`config.mk`:
```
export PLATFORM = sky130hd
export DESIGN_NAME = multicycle_control_unit_flat
export DESIGN_NICKNAME = d
export VERILOG_FILES = /design/src/rtl/control_pkg.sv /design/src/rtl/multicycle_control_unit_if.sv /design/src/rtl/instr_field_decoder.sv /design/src/rtl/multicycle_control_unit.sv /design/src/flat_wrapper.sv
export SDC_FILE = /design/constraint.sdc
export NUM_CORES = 1
export LEC_CHECK = 0
export CAP_MARGIN = 5
export CORE_MARGIN = 4
export CORE_UTILIZATION = 41
export CTS_CLUSTER_DIAMETER = 120
export CTS_CLUSTER_SIZE = 8
export DETAILED_ROUTE_END_ITERATION = 10
export PLACE_DENSITY_LB_ADDON = 0.2
export RECOVER_POWER = 100
export SETUP_SLACK_MARGIN = 0.4
export SKIP_CTS_REPAIR_TIMING = 1
export SLEW_MARGIN = 40
export SYNTH_ARGS = -nofsm -noshare
export SYNTH_HDL_FRONTEND = slang
export SYNTH_SLANG_ARGS = --single-unit
```
`constraint.sdc`:
```
create_clock -name clk -period 2.32 [get_ports clk]
set_clock_uncertainty 0.15 [all_clocks]
set_input_delay 0.696 -clock clk [delete_from_list [all_inputs] [get_ports clk]]
set_output_delay 0.696 -clock clk [all_outputs]
set_load 0.05 [all_outputs]
```
`src/rtl/control_pkg.sv`:
```
// Shared encodings for the multi-cycle control unit: opcodes, ALU codes, FSM states
// and the instruction classes the field decoder reports.
package control_pkg;

    localparam int OP_NOP   = 0;
    localparam int OP_ADD   = 1;
    localparam int OP_SUB   = 2;
    localparam int OP_MOV   = 3;
    localparam int OP_LOAD  = 4;
    localparam int OP_STORE = 5;
    localparam int OP_ADDI  = 6;
    // Cast to the opcode width at the point of use, -1 becomes all ones for any OPC_W.
    localparam int OP_HALT  = -1;

    localparam int ALU_PASS = 0;
    localparam int ALU_ADD  = 1;
    localparam int ALU_SUB  = 2;

    typedef enum logic [2:0] {
        S_IDLE,
        S_DECODE,
        S_EXEC,
        S_MEM,
        S_WB,
        S_HALT
    } state_t;

    typedef enum logic [2:0] {
        CLS_NOP,
        CLS_ALU,
        CLS_MOV,
        CLS_LOAD,
        CLS_STORE,
        CLS_HALT,
        CLS_ILL
    } cls_t;

endpackage

```
`src/rtl/multicycle_control_unit_if.sv`:
```
// Fetch/datapath-facing bundle of the control unit; the retired/illegal counters
// are present only when PERF_COUNTERS_EN is defined.
interface multicycle_control_unit_if #(
    parameter int INSTR_W = 32,
    parameter int REG_W   = 3,
    parameter int IMM_W   = 8,
    parameter int ALU_W   = 6
);
    logic [INSTR_W-1:0] instr;
    logic               instr_valid;
    logic               instr_ready;
    logic               mem_ready;
    logic [ALU_W-1:0]   alu_ctrl;
    logic               alu_src_imm;
    logic [REG_W-1:0]   r1;
    logic [REG_W-1:0]   r2;
    logic [REG_W-1:0]   rd;
    logic [IMM_W-1:0]   i1;
    logic [IMM_W-1:0]   i2;
    logic               rwe;
    logic               rwe2;
    logic               mwe;
    logic               mem_re;
    logic               busy;
    logic               illegal;
    logic               halted;
`ifdef PERF_COUNTERS_EN
    logic [31:0]        retired_cnt;
    logic [15:0]        illegal_cnt;
`endif

    modport master (
        output instr, instr_valid, mem_ready,
        input  instr_ready, alu_ctrl, alu_src_imm, r1, r2, rd, i1, i2,
        input  rwe, rwe2, mwe, mem_re, busy, illegal, halted
`ifdef PERF_COUNTERS_EN
        , input retired_cnt, illegal_cnt
`endif
    );

    modport slave (
        input  instr, instr_valid, mem_ready,
        output instr_ready, alu_ctrl, alu_src_imm, r1, r2, rd, i1, i2,
        output rwe, rwe2, mwe, mem_re, busy, illegal, halted
`ifdef PERF_COUNTERS_EN
        , output retired_cnt, illegal_cnt
`endif
    );

endinterface

```
`src/rtl/instr_field_decoder.sv`:
```
// Combinational field slicer and class/ALU lookup, applied to the latched
// instruction register so every output is a function of registered state only.
module instr_field_decoder
    import control_pkg::*;
#(
    parameter int INSTR_W = 32,
    parameter int OPC_W   = 6,
    parameter int REG_W   = 3,
    parameter int IMM_W   = 8,
    parameter int ALU_W   = 6
) (
    input  logic [INSTR_W-1:0] instr_i,
    output cls_t               cls_o,
    output logic [ALU_W-1:0]   alu_ctrl_o,
    output logic               alu_src_imm_o,
    output logic [REG_W-1:0]   rd_o,
    output logic [REG_W-1:0]   r1_o,
    output logic [REG_W-1:0]   r2_o,
    output logic [IMM_W-1:0]   i1_o,
    output logic [IMM_W-1:0]   i2_o
);
    logic [OPC_W-1:0] opcode;
    logic             unused_instr;

    assign opcode = instr_i[INSTR_W-1 -: OPC_W];
    assign rd_o   = instr_i[INSTR_W-OPC_W-1 -: REG_W];
    assign r1_o   = instr_i[INSTR_W-OPC_W-REG_W-1 -: REG_W];
    assign r2_o   = instr_i[INSTR_W-OPC_W-2*REG_W-1 -: REG_W];
    assign i1_o   = instr_i[2*IMM_W-1 : IMM_W];
    assign i2_o   = instr_i[IMM_W-1:0];

    // Bits between the register fields and i1 carry no meaning.
    assign unused_instr = ^instr_i;

    always_comb begin
        // NOTE: every output gets a default before the case so no path infers a latch.
        cls_o         = CLS_ILL;
        alu_ctrl_o    = ALU_W'(ALU_PASS);
        alu_src_imm_o = 1'b0;
        if (opcode == OPC_W'(OP_HALT)) begin
            cls_o = CLS_HALT;
        end else begin
            case (opcode)
                OPC_W'(OP_NOP):   cls_o = CLS_NOP;
                OPC_W'(OP_ADD):   begin cls_o = CLS_ALU;   alu_ctrl_o = ALU_W'(ALU_ADD); end
                OPC_W'(OP_SUB):   begin cls_o = CLS_ALU;   alu_ctrl_o = ALU_W'(ALU_SUB); end
                OPC_W'(OP_MOV):   cls_o = CLS_MOV;
                OPC_W'(OP_LOAD):  begin cls_o = CLS_LOAD;  alu_ctrl_o = ALU_W'(ALU_ADD); alu_src_imm_o = 1'b1; end
                OPC_W'(OP_STORE): begin cls_o = CLS_STORE; alu_ctrl_o = ALU_W'(ALU_ADD); alu_src_imm_o = 1'b1; end
                OPC_W'(OP_ADDI):  begin cls_o = CLS_ALU;   alu_ctrl_o = ALU_W'(ALU_ADD); alu_src_imm_o = 1'b1; end
                default:          cls_o = CLS_ILL;
            endcase
        end
    end

endmodule

```
`src/rtl/multicycle_control_unit.sv`:
```
// Multi-cycle Moore control unit: accepts one instruction per handshake and sequences
// ALU write-back, MOV write and memory accesses. PERF_COUNTERS_EN adds retire/illegal counters.
module multicycle_control_unit
    import control_pkg::*;
#(
    parameter int INSTR_W = 32,
    parameter int OPC_W   = 6,
    parameter int REG_W   = 3,
    parameter int IMM_W   = 8,
    parameter int ALU_W   = 6
) (
    input  logic                      clk,
    input  logic                      rst_n,
    multicycle_control_unit_if.slave  bus
);
    state_t             state_q, state_d;
    logic [INSTR_W-1:0] instr_q, instr_d;

    cls_t               cls;
    logic [ALU_W-1:0]   dec_alu_ctrl;
    logic               dec_alu_src_imm;
    logic [REG_W-1:0]   dec_rd, dec_r1, dec_r2;
    logic [IMM_W-1:0]   dec_i1, dec_i2;

    logic instr_ready, accept;
    logic rwe, rwe2, mwe, mem_re, illegal;

    instr_field_decoder #(
        .INSTR_W (INSTR_W),
        .OPC_W   (OPC_W),
        .REG_W   (REG_W),
        .IMM_W   (IMM_W),
        .ALU_W   (ALU_W)
    ) u_decoder (
        .instr_i       (instr_q),
        .cls_o         (cls),
        .alu_ctrl_o    (dec_alu_ctrl),
        .alu_src_imm_o (dec_alu_src_imm),
        .rd_o          (dec_rd),
        .r1_o          (dec_r1),
        .r2_o          (dec_r2),
        .i1_o          (dec_i1),
        .i2_o          (dec_i2)
    );

    // Ready is held low for the whole reset cycle, not only after the reset edge.
    assign instr_ready = rst_n && (state_q == S_IDLE);
    assign accept      = bus.instr_valid && instr_ready;

    always_ff @(posedge clk) begin
        // NOTE: sequential state uses non-blocking assignments so every register samples pre-edge values.
        if (!rst_n) begin
            state_q <= S_IDLE;
            instr_q <= '0;
        end else begin
            state_q <= state_d;
            instr_q <= instr_d;
        end
    end

    always_comb begin
        state_d = state_q;
        instr_d = instr_q;
        rwe     = 1'b0;
        rwe2    = 1'b0;
        mwe     = 1'b0;
        mem_re  = 1'b0;
        illegal = 1'b0;
        case (state_q)
            S_IDLE: begin
                if (accept) begin
                    instr_d = bus.instr;
                    state_d = S_DECODE;
                end
            end
            S_DECODE: begin
                case (cls)
                    CLS_ILL:  begin illegal = 1'b1; state_d = S_IDLE; end
                    CLS_HALT: state_d = S_HALT;
                    CLS_NOP:  state_d = S_IDLE;
                    default:  state_d = S_EXEC;
                endcase
            end
            S_EXEC: begin
                case (cls)
                    CLS_ALU:              begin rwe  = 1'b1; state_d = S_IDLE; end
                    CLS_MOV:              begin rwe2 = 1'b1; state_d = S_IDLE; end
                    CLS_LOAD, CLS_STORE:  state_d = S_MEM;
                    default:              state_d = S_IDLE;
                endcase
            end
            S_MEM: begin
                if (cls == CLS_STORE) mwe = 1'b1;
                else                  mem_re = 1'b1;
                if (bus.mem_ready) state_d = (cls == CLS_STORE) ? S_IDLE : S_WB;
            end
            S_WB: begin
                rwe     = 1'b1;
                state_d = S_IDLE;
            end
            S_HALT:  state_d = S_HALT;
            default: state_d = S_IDLE;
        endcase
    end

    assign bus.instr_ready = instr_ready;
    assign bus.alu_ctrl    = dec_alu_ctrl;
    assign bus.alu_src_imm = dec_alu_src_imm;
    assign bus.r1          = dec_r1;
    assign bus.r2          = dec_r2;
    assign bus.rd          = dec_rd;
    assign bus.i1          = dec_i1;
    assign bus.i2          = dec_i2;
    assign bus.rwe         = rwe;
    assign bus.rwe2        = rwe2;
    assign bus.mwe         = mwe;
    assign bus.mem_re      = mem_re;
    assign bus.busy        = (state_q != S_IDLE);
    assign bus.illegal     = illegal;
    assign bus.halted      = (state_q == S_HALT);

`ifdef PERF_COUNTERS_EN
    logic [31:0] retired_cnt_q, retired_cnt_d;
    logic [15:0] illegal_cnt_q, illegal_cnt_d;
    logic        retire;

    // A STORE retires on its completing memory cycle, a NOP on leaving decode.
    assign retire = rwe || rwe2 || (mwe && bus.mem_ready)
                 || (state_q == S_DECODE && cls == CLS_NOP);

    assign retired_cnt_d = retire  ? retired_cnt_q + 32'd1 : retired_cnt_q;
    assign illegal_cnt_d = illegal ? illegal_cnt_q + 16'd1 : illegal_cnt_q;

    always_ff @(posedge clk) begin
        if (!rst_n) begin
            retired_cnt_q <= '0;
            illegal_cnt_q <= '0;
        end else begin
            retired_cnt_q <= retired_cnt_d;
            illegal_cnt_q <= illegal_cnt_d;
        end
    end

    assign bus.retired_cnt = retired_cnt_q;
    assign bus.illegal_cnt = illegal_cnt_q;
`endif

endmodule

```
`src/flat_wrapper.sv`:
```
// flat-port wrapper written by rule: the top's interface ports become plain ports
module multicycle_control_unit_flat import control_pkg::*;
#(
    parameter int INSTR_W = 32,
    parameter int OPC_W   = 6,
    parameter int REG_W   = 3,
    parameter int IMM_W   = 8,
    parameter int ALU_W   = 6
)
  (clk, rst_n, bus_instr, bus_instr_valid, bus_mem_ready, bus_instr_ready, bus_alu_ctrl, bus_alu_src_imm, bus_r1, bus_r2, bus_rd, bus_i1, bus_i2, bus_rwe, bus_rwe2, bus_mwe, bus_mem_re, bus_busy, bus_illegal, bus_halted);
  multicycle_control_unit_if #(.INSTR_W(INSTR_W), .REG_W(REG_W), .IMM_W(IMM_W), .ALU_W(ALU_W)) bus_i ();
  input  logic clk;
  input  logic rst_n;
  input wire logic [$bits(bus_i.instr)-1:0] bus_instr;
  input wire logic [$bits(bus_i.instr_valid)-1:0] bus_instr_valid;
  input wire logic [$bits(bus_i.mem_ready)-1:0] bus_mem_ready;
  output wire logic [$bits(bus_i.instr_ready)-1:0] bus_instr_ready;
  output wire logic [$bits(bus_i.alu_ctrl)-1:0] bus_alu_ctrl;
  output wire logic [$bits(bus_i.alu_src_imm)-1:0] bus_alu_src_imm;
  output wire logic [$bits(bus_i.r1)-1:0] bus_r1;
  output wire logic [$bits(bus_i.r2)-1:0] bus_r2;
  output wire logic [$bits(bus_i.rd)-1:0] bus_rd;
  output wire logic [$bits(bus_i.i1)-1:0] bus_i1;
  output wire logic [$bits(bus_i.i2)-1:0] bus_i2;
  output wire logic [$bits(bus_i.rwe)-1:0] bus_rwe;
  output wire logic [$bits(bus_i.rwe2)-1:0] bus_rwe2;
  output wire logic [$bits(bus_i.mwe)-1:0] bus_mwe;
  output wire logic [$bits(bus_i.mem_re)-1:0] bus_mem_re;
  output wire logic [$bits(bus_i.busy)-1:0] bus_busy;
  output wire logic [$bits(bus_i.illegal)-1:0] bus_illegal;
  output wire logic [$bits(bus_i.halted)-1:0] bus_halted;
  assign bus_i.instr = bus_instr;
  assign bus_i.instr_valid = bus_instr_valid;
  assign bus_i.mem_ready = bus_mem_ready;
  assign bus_instr_ready = bus_i.instr_ready;
  assign bus_alu_ctrl = bus_i.alu_ctrl;
  assign bus_alu_src_imm = bus_i.alu_src_imm;
  assign bus_r1 = bus_i.r1;
  assign bus_r2 = bus_i.r2;
  assign bus_rd = bus_i.rd;
  assign bus_i1 = bus_i.i1;
  assign bus_i2 = bus_i.i2;
  assign bus_rwe = bus_i.rwe;
  assign bus_rwe2 = bus_i.rwe2;
  assign bus_mwe = bus_i.mwe;
  assign bus_mem_re = bus_i.mem_re;
  assign bus_busy = bus_i.busy;
  assign bus_illegal = bus_i.illegal;
  assign bus_halted = bus_i.halted;
  multicycle_control_unit #(.INSTR_W(INSTR_W), .OPC_W(OPC_W), .REG_W(REG_W), .IMM_W(IMM_W), .ALU_W(ALU_W)) u_core (.clk(clk), .rst_n(rst_n), .bus(bus_i));
endmodule
```
== Yosys cells after proc, flatten, opt, wreduce, memory -nomap -nowiden ==
Cells that the tools add are included.
Cells by class
  equal/unequal tests: 20
  mux-type cells: 22
  reductions and logical operators: 13
Operator list (count)
  $pmux 3 s5: 2
  $eq 6x3->1 const B: 3
  $eq 3x3->1 const B: 5
  $eq 3x2->1 const B: 4
  $eq 6x2->1 const B: 2
  $mux 3: 4
  $mux 1: 11
  $eq 3x1->1 const B: 2
  $eq 6x1->1 const B: 1
  $eq 6x6->1 const B: 1
  $logic_not 3->1: 2
  $logic_not 6->1: 1
  $pmux 3 s2: 1
  $reduce_or 3->1: 2
  $mux 2: 2
  $pmux 2 s2: 1
  $reduce_and 2->1: 2
  $reduce_or 2->1: 2
  $reduce_or 4->1: 1
  $reduce_bool 3->1: 1
  $logic_and 1x1->1: 2
  $ne 2x1->1 const B: 1
  $ne 2x2->1 const B: 1
  $pmux 1 s2: 1
Word-level totals
  register bits after elaboration: 35
  input bits: 36
  output and inout bits: 40
  word-level logic and storage cells: 57

== Depth between registers and ports, before layout ==
Gate-level depths: netlist (run 1).
  depth after elaboration: 8
  depth in mapped cells: 7
  depth with buffers taken out: 4

== By module ==
From an unflattened synthesis (run 1), not the netlist that was laid out.
Unflattened totals
  cells, all modules: 242
  area total of the unflattened synthesis: 1803.0 um^2
By module, submodules not included
  multicycle_control_unit: times used 1, cells an instance 192, area an instance 1451.4 um^2, seq. area each 700.7 um^2
  instr_field_decoder: times used 1, cells an instance 50, area an instance 351.6 um^2, seq. area each 0.0 um^2

== Least setup slack after synthesis (run 1) ==
Ideal clock, no wire load.
  path kind: reg-to-output
  start: reg u_core.instr_q[30]
  end: out bus_mwe
  arrival time: 1834 ps
  required time: 1474 ps
  slack: -360 ps
  stages on the path, launching flop included: 4
  path buffers: 0
  cells stage by stage: dfxtp_1 > nor3_1 > nand2_1 > nor3_1
On the way
  word-level cells in the longest chain between the ends: 7
  elaborated cells between the ends (all ways): 14
  those cells by class: eq/ne: 8; mux: 4; reduce/logical: 2
RTL lines
  start, declared: line multicycle_control_unit.sv:17  | logic [INSTR_W-1:0] instr_q, instr_d;
  start signal, assigned: line multicycle_control_unit.sv:57  | instr_q <= instr_d;
  $eq 6x3->1 (tied with other cells): line instr_field_decoder.sv:43  | case (opcode)
  $reduce_or 3->1 (no source line)
  $pmux 3 s5: line instr_field_decoder.sv:43
  $mux 3 (*): line instr_field_decoder.sv:40  | if (opcode == OPC_W'(OP_HALT)) begin
  $eq 3x3->1 (*): line multicycle_control_unit.sv:93  | if (cls == CLS_STORE) mwe = 1'b1;
  $mux 1 (*): line multicycle_control_unit.sv:93
  $mux 1 (*): line multicycle_control_unit.sv:69  | case (state_q)
  end, declared: line flat_wrapper.sv:27  | output wire logic [$bits(bus_i.mwe)-1:0] bus_mwe;
Mark *: on every way between the ends. The rest lies on a longest branch, timed or not.

== Worst setup path after layout (run 1) ==
  start: reg u_core.instr_q[30]
  end: out bus_rwe2
On the way
  word-level cells in the longest chain between the ends: 7
  elaborated cells between the ends (all ways): 14
  those cells by class: eq/ne: 8; mux: 4; reduce/logical: 2
RTL lines
  $eq 6x3->1 (tied with other cells): line instr_field_decoder.sv:43
  $reduce_or 3->1 (no source line)
  $pmux 3 s5: line instr_field_decoder.sv:43
  $mux 3 (*): line instr_field_decoder.sv:40
  $eq 3x2->1 (*): line multicycle_control_unit.sv:85  | case (cls)
  $mux 1 (*): line multicycle_control_unit.sv:85
  $mux 1 (*): line multicycle_control_unit.sv:69
  end, declared: line flat_wrapper.sv:26  | output wire logic [$bits(bus_i.rwe2)-1:0] bus_rwe2;
Marked as above.

==> metrics.cfg, run 1 <==
[status]
status=complete, but fails checks
violations=negative setup slack

[routing]
drt-initial-drc-count=52
drc=0
wire_per_inst_um=12.77
viasPerCell=4.850
vias=1547
drtAntennaViolNets=0
drt-total-wl_um=4075
first_pass_iters=4

[finish]
fill_cells=347
design_area_um2=2429
multi_input_area_um2=784.5
stdcell_count=319
area_delta_synth_final_pct=46.71
regArea_um2=698.2
fin_util_pct=64.40
drive_gt1_share_pct=21.03
antenna_cells=0
final_nets=306

[power]
pwr-share-comb_pct=30.4
power.leakage_nw=1.057
p_per_area_nw_per_um2=663.0
seqPwrFrac_pct=41.7
ir_drop_mv=0.3991
internal_power_mw=1.050
p_switching_mw=0.5598
clkPwrFrac_pct=28.0
p_sw_share_pct=34.77

[timing]
worstMarginPinSlew_ns=0.6302
min_period_ns=2.570
setup_slack_ns=-0.2501
rsz0062_at_grt=yes
min_period_over_period_pct=110.8
drv_slew=0
fmax_ghz=0.3891
setup_viol=4
maxSlewHeadroom_pct=58.16
finalHoldViolCount=0

[synthesis]
ys_warn_count=0
async_reset_ff_share_pct=0
ys_top_cells_by_area=dfxtp_1, nand2_1, buf_4, nand3_1, a21oi_1
synth_area_per_cell_um2=7.524
synth_top_area_cell=dfxtp_1
synth_top_area_share_pct=41.12
synth_edf_count=0
ys_ff_latch=34
ys.flop_type=dfxtp_1
ys_types=30
netlist_area_um2=1655
postSynthCellCount=220
ys_seq_area_share_pct=41.12

[global_routing]
overflow=0
antenna_found_initial=0
grt_pass1_vias=1347
grt_first_pass_wirelength_um=6072
groute.usage.overall_pct=14.65
grt_max_degree=37

[hold_path]
hold_class=reg2reg

[worst_setup_path]
crit_fanout=3
worstPathRequired_ns=1.47
worst-setup-path-type=reg2out
critPathLaunchType=register
endpoint_kind=output pin
reg2reg_slack_ns=0.53
critical_path_arrival_ns=1.72

[die]
dieWidth_um=71.54
die_area_um2=5118
core_area_um2=3771
fp.dieH_um=71.54
placementRows=22
io_pins=76
initial_core_util_pct=43.90

[placed_design]
io_buffers=70
placed_area_um2=2331
place_hpwl_um=2765
post-place-cells=304
place_ws_ns=-0.03272
gp_congestion=0.7966

[clock_tree]
clock_latency_ns=0.28
cts_buffers=5
htree_levels=2
cts.sinks=34
clkTransAtPathRegs_ns=0.08
cts_tree=yes
cts_root_buf=clkbuf_8
clockBufferDepth=2

[flow_run]
drv_cap=0

## synthesized netlist by cell type (2+ instances only)
cell type	n
nand2_1	66
nand3_1	35
dfxtp_1	34
buf_4	32
a21oi_1	5
clkbuf_1	5
nor2_1	5
buf_2	4
nor3_1	4
buf_1	3
inv_1	3
o21ai_0	3
a31oi_1	2
nand2b_1	2
nor3b_1	2
## state kept, by name, indices dropped and copies added, names as in the netlist
name / count
u_core.instr_q: 31
u_core.state_q: 3
## cells by family after synthesis
group / after synthesis / share of synthesized area [%]
compound gates: 14 / 5.140
buf+inv: 47 / 18.22
flops: 34 / 41.12
other cells: 1 / 0.2265
simple gates: 124 / 35.30
## cells in the final DEF, fill, tap and decap left out, drive strengths merged, types with 2 or more instances in the layout
master          n
nand2          66
nand3          35
dfxtp          34
clkbuf         33
clkdlybuf4s50  32
buf            24
nor3            5
nor2            5
a21oi           5
conb            4
inv             3
o21ai           3
nor3b           2
nand2b          2
a31oi           2
or3             2
## critical path, stage by stage, from the launching register on
cell	delay, ns
dfxtp_2	0.33
or3_4	0.41
nor4b_4	0.28
and4b_4	0.29
buf_12	0.13
## metrics by stage
step,hold slack (ns),power [mW],TNS (ns)
after global routing,0.3159,1.680,-0.8770
after global placement,0.2908,1.178,-1.681
after detailed placement,0.2935,1.183,-0.5602
after floorplan,0.2844,1.037,0
after CTS,0.3051,1.636,-0.7858
final,0.3014,1.610,-0.6546
## path summary, 6_finish.rpt
path	from	endpoint	depth (start not counted)
setup / recovery	u_core.instr_q[30]	bus_rwe2	4
hold / removal	u_core.instr_q[18]	u_core.instr_q[18]	2
setup reg to reg	u_core.state_q[2]	u_core.instr_q[19]	6
hold reg to reg	u_core.instr_q[18]	u_core.instr_q[18]	2
## routing by layer
metal  track usage, %  vias up  wire (um)
met5                0        -          0
met4            5.637        0         40
met3            4.208        2        274
met2            23.47       51       1968
met1            18.59      705       1791
li1                 -      789          -
## cell type report
cell class / instances / share of cell area (%)
multi-input cells: 142 / 32.30
repair buffers: 84 / 32.25
flip-flops and latches: 34 / 28.75
clock buffers: 7 / 3.555
well taps: 48 / 2.473
inverters: 3 / 0.4637
clock inverters: 1 / 0.2061
## power by group through the flow
stage / combinational [mW] / sequential (mW) / clock (mW)
4_1_cts: 0.502 / 0.669 / 0.465
5_1_grt: 0.517 / 0.677 / 0.485
3_5_place_dp: 0.500 / 0.683 / 0
2_1_floorplan: 0.369 / 0.668 / 0
3_3_place_gp: 0.497 / 0.681 / 0
6_report: 0.489 / 0.671 / 0.450
Note: power is estimated with default switching activity, not from simulation.
==> inputs of run 2 (changes only) <==
--- a/config.mk
+++ b/config.mk
@@ -11,6 +11,7 @@
 export CTS_CLUSTER_DIAMETER = 120
 export CTS_CLUSTER_SIZE = 8
 export DETAILED_ROUTE_END_ITERATION = 10
+export HOLD_SLACK_MARGIN = 0.12
 export PLACE_DENSITY_LB_ADDON = 0.2
 export RECOVER_POWER = 100
 export SETUP_SLACK_MARGIN = 0.4
==> results of run 2 <==
No change in the layout: final DEF, timing and power equal those of run 1.
==> inputs of run 3 (changes only) <==
--- a/config.mk
+++ b/config.mk
@@ -6,6 +6,7 @@
 export NUM_CORES = 1
 export LEC_CHECK = 0
 export CAP_MARGIN = 5
+export CORE_ASPECT_RATIO = 0.5
 export CORE_MARGIN = 4
 export CORE_UTILIZATION = 41
 export CTS_CLUSTER_DIAMETER = 120
==> run 3 against run 2 <==
Compared with the run above: the flow still finishes with violations (negative setup slack); utilization grew 0.69 points; wire length shrank 3.6%; final area shrank 1.9%; worst setup slack gained 0.0038 ns; largest cell class is now buffers; sequential cell count is the same; sequential share of layout area grew 0.24 points; sequential power shrank 0.6%; critical endpoint unchanged.
==> metrics.cfg, run 3 (synthesized netlist as in run 1, its figures left out) <==
[timing]
drv_slew=0  ; unchanged
finalHoldViolCount=0  ; unchanged
setup_slack_ns=-0.2463  ; +0.003777 ns
min_period_over_period_pct=110.6  ; -0.16 points
setup_viol=9  ; +5
min_period_ns=2.566  ; -0.003777 ns
worstMarginPinSlew_ns=0.7227  ; +0.09241 ns
fmax_ghz=0.3897  ; +0.15%
maxSlewHeadroom_pct=51.82  ; -6.3 points
rsz0062_at_grt=yes

[power]
pwr-share-comb_pct=28.4  ; -2.0 points
internal_power_mw=1.150  ; +9.5%
seqPwrFrac_pct=39.4  ; -2.3 points
clkPwrFrac_pct=32.2  ; +4.2 points
power.leakage_nw=1.037  ; -1.9%
ir_drop_mv=0.3003  ; -25%
p_per_area_nw_per_um2=710.6  ; +7.2%
p_sw_share_pct=32.07  ; -2.7 points
p_switching_mw=0.5429  ; -3.0%

[worst_setup_path]
worst-setup-path-type=reg2out
crit_fanout=4  ; +1
critPathLaunchType=register
reg2reg_slack_ns=0.38  ; -0.15 ns
rr_worst_depth=7  ; +1
endpoint_kind=output pin
critical_path_arrival_ns=1.72  ; about the same
worstPathRequired_ns=1.47  ; about the same

[die]
die_area_um2=5180  ; +1.2%
fp.dieH_um=52.93  ; -26%
initial_core_util_pct=45.23  ; +1.3 points
core_area_um2=3660  ; -3.0%
placementRows=15  ; -32%
dieWidth_um=97.86  ; +37%
io_pins=76  ; unchanged

[placed_design]
post-place-cells=307  ; +0.99%
gp_congestion=0.8981  ; +13%
placed_area_um2=2347  ; +0.70%
io_buffers=70  ; unchanged
place_hpwl_um=2628  ; -4.9%
place_ws_ns=-0.009151  ; +0.02357 ns

[global_routing]
grt_max_degree=37  ; unchanged
antenna_found_initial=0  ; unchanged
grt_pass1_vias=1359  ; +0.89%
grt_first_pass_wirelength_um=6237  ; +2.7%
overflow=0  ; unchanged
groute.usage.overall_pct=15.01  ; +0.36 points

[finish]
layout_commonest_cell=nand2_1
final_nets=304  ; -0.65%
drive_gt1_share_pct=17.91  ; -3.1 points
antenna_cells=0  ; unchanged
largest-register=u_core.instr_q
stdcell_count=319  ; unchanged
reg_top3=u_core.instr_q: 31 flops, u_core.state_q: 3 flops
final_cell_mix=nand2_1, nand3_1, clkdlybuf4s50_1, dfxtp_1, clkbuf_1
area_delta_synth_final_pct=43.92
fill_cells=330  ; -4.9%
design_area_um2=2382  ; -1.9%
largest_reg_flops=31  ; unchanged

[routing]
drt-total-wl_um=3927  ; -3.6%
vias=1505  ; -2.7%
wire_per_inst_um=12.31  ; -3.6%
drtAntennaViolNets=0  ; unchanged
drc=0  ; unchanged
viasPerCell=4.718  ; -2.7%
drt-initial-drc-count=36  ; -31%
first_pass_iters=4  ; unchanged

[status]
violations=negative setup slack
status=complete, but fails checks

[clock_tree]
clockBufferDepth=2  ; unchanged
cts_buffers=5  ; unchanged
cts.sinks=34  ; unchanged
cts_tree=yes
clock_latency_ns=0.28  ; about the same
htree_levels=2  ; unchanged
clkTransAtPathRegs_ns=0.07  ; about the same
cts_root_buf=clkbuf_8

[flow_run]
drv_cap=0  ; unchanged

[hold_path]
hold-path-cell-count=2  ; unchanged
hold_class=reg2reg

[run 3: changes by cell type in the layout (fill, tap and decap cells not counted), sizes merged]
cell / before / now
dlymetal6s2s: 1 / 0
clkinv: 1 / 0
bufinv: 0 / 1
clkdlybuf4s25: 0 / 1
clkbuf: 33 / 35
buf: 24 / 19
[run 3: stage by stage]
step	hold WS [ns]	util, %	power, mW	setup TNS, ns
final	0.3020	65.09	1.693	-0.9663
after floorplan	0.2844	-	1.037	0
after detailed placement	0.2950	64.14	1.185	-0.06282
after global routing	0.3213	65.09	1.760	-2.426
after CTS	0.3063	67.21	1.731	-0.8046
after global placement	0.2910	64.14	1.178	0
[run 3: worst paths after layout]
kind                        endpoint               start
setup reg to reg  u_core.instr_q[29]   u_core.state_q[0]
hold / removal    u_core.instr_q[14]  u_core.instr_q[14]
setup / recovery            bus_rwe2  u_core.instr_q[30]
hold reg to reg   u_core.instr_q[14]  u_core.instr_q[14]
[run 3: layer usage]
layer | wire length (um) | share of wire, % | global-route usage [%]
met1 | 1864 | 47 | 18.38
met2 | 1778 | 45 | 25.79
met3 | 248 | 6.3 | 4.868
met4 | 36 | 0.92 | 4.138
met5 | 0 | 0 | 0
[run 3: worst max-delay path: stages, from the launching register on]
cell and delay, ns:
dfxtp_2 0.34, or3_4 0.41, nor4b_4 0.27, and4b_4 0.29, buf_12 0.13
[run 3: final cells by class]
type	instances	area [um^2]	area share, %
clock inverter	1	30.03	1.261
multi-input combinational	142	745.7	31.30
inverter	3	11.26	0.4727
sequential	34	690.7	28.99
clock buffer	6	82.58	3.466
tap	51	63.81	2.679
timing repair buffer	82	758.2	31.83
[run 3: power groups by stage]
stage | registers [mW] | logic [mW] | clock network (mW)
after floorplan | 0.668 | 0.369 | 0
after global placement | 0.680 | 0.498 | 0
after detailed placement | 0.682 | 0.503 | 0
after CTS | 0.669 | 0.506 | 0.556
after global routing | 0.673 | 0.513 | 0.574
final | 0.667 | 0.481 | 0.544
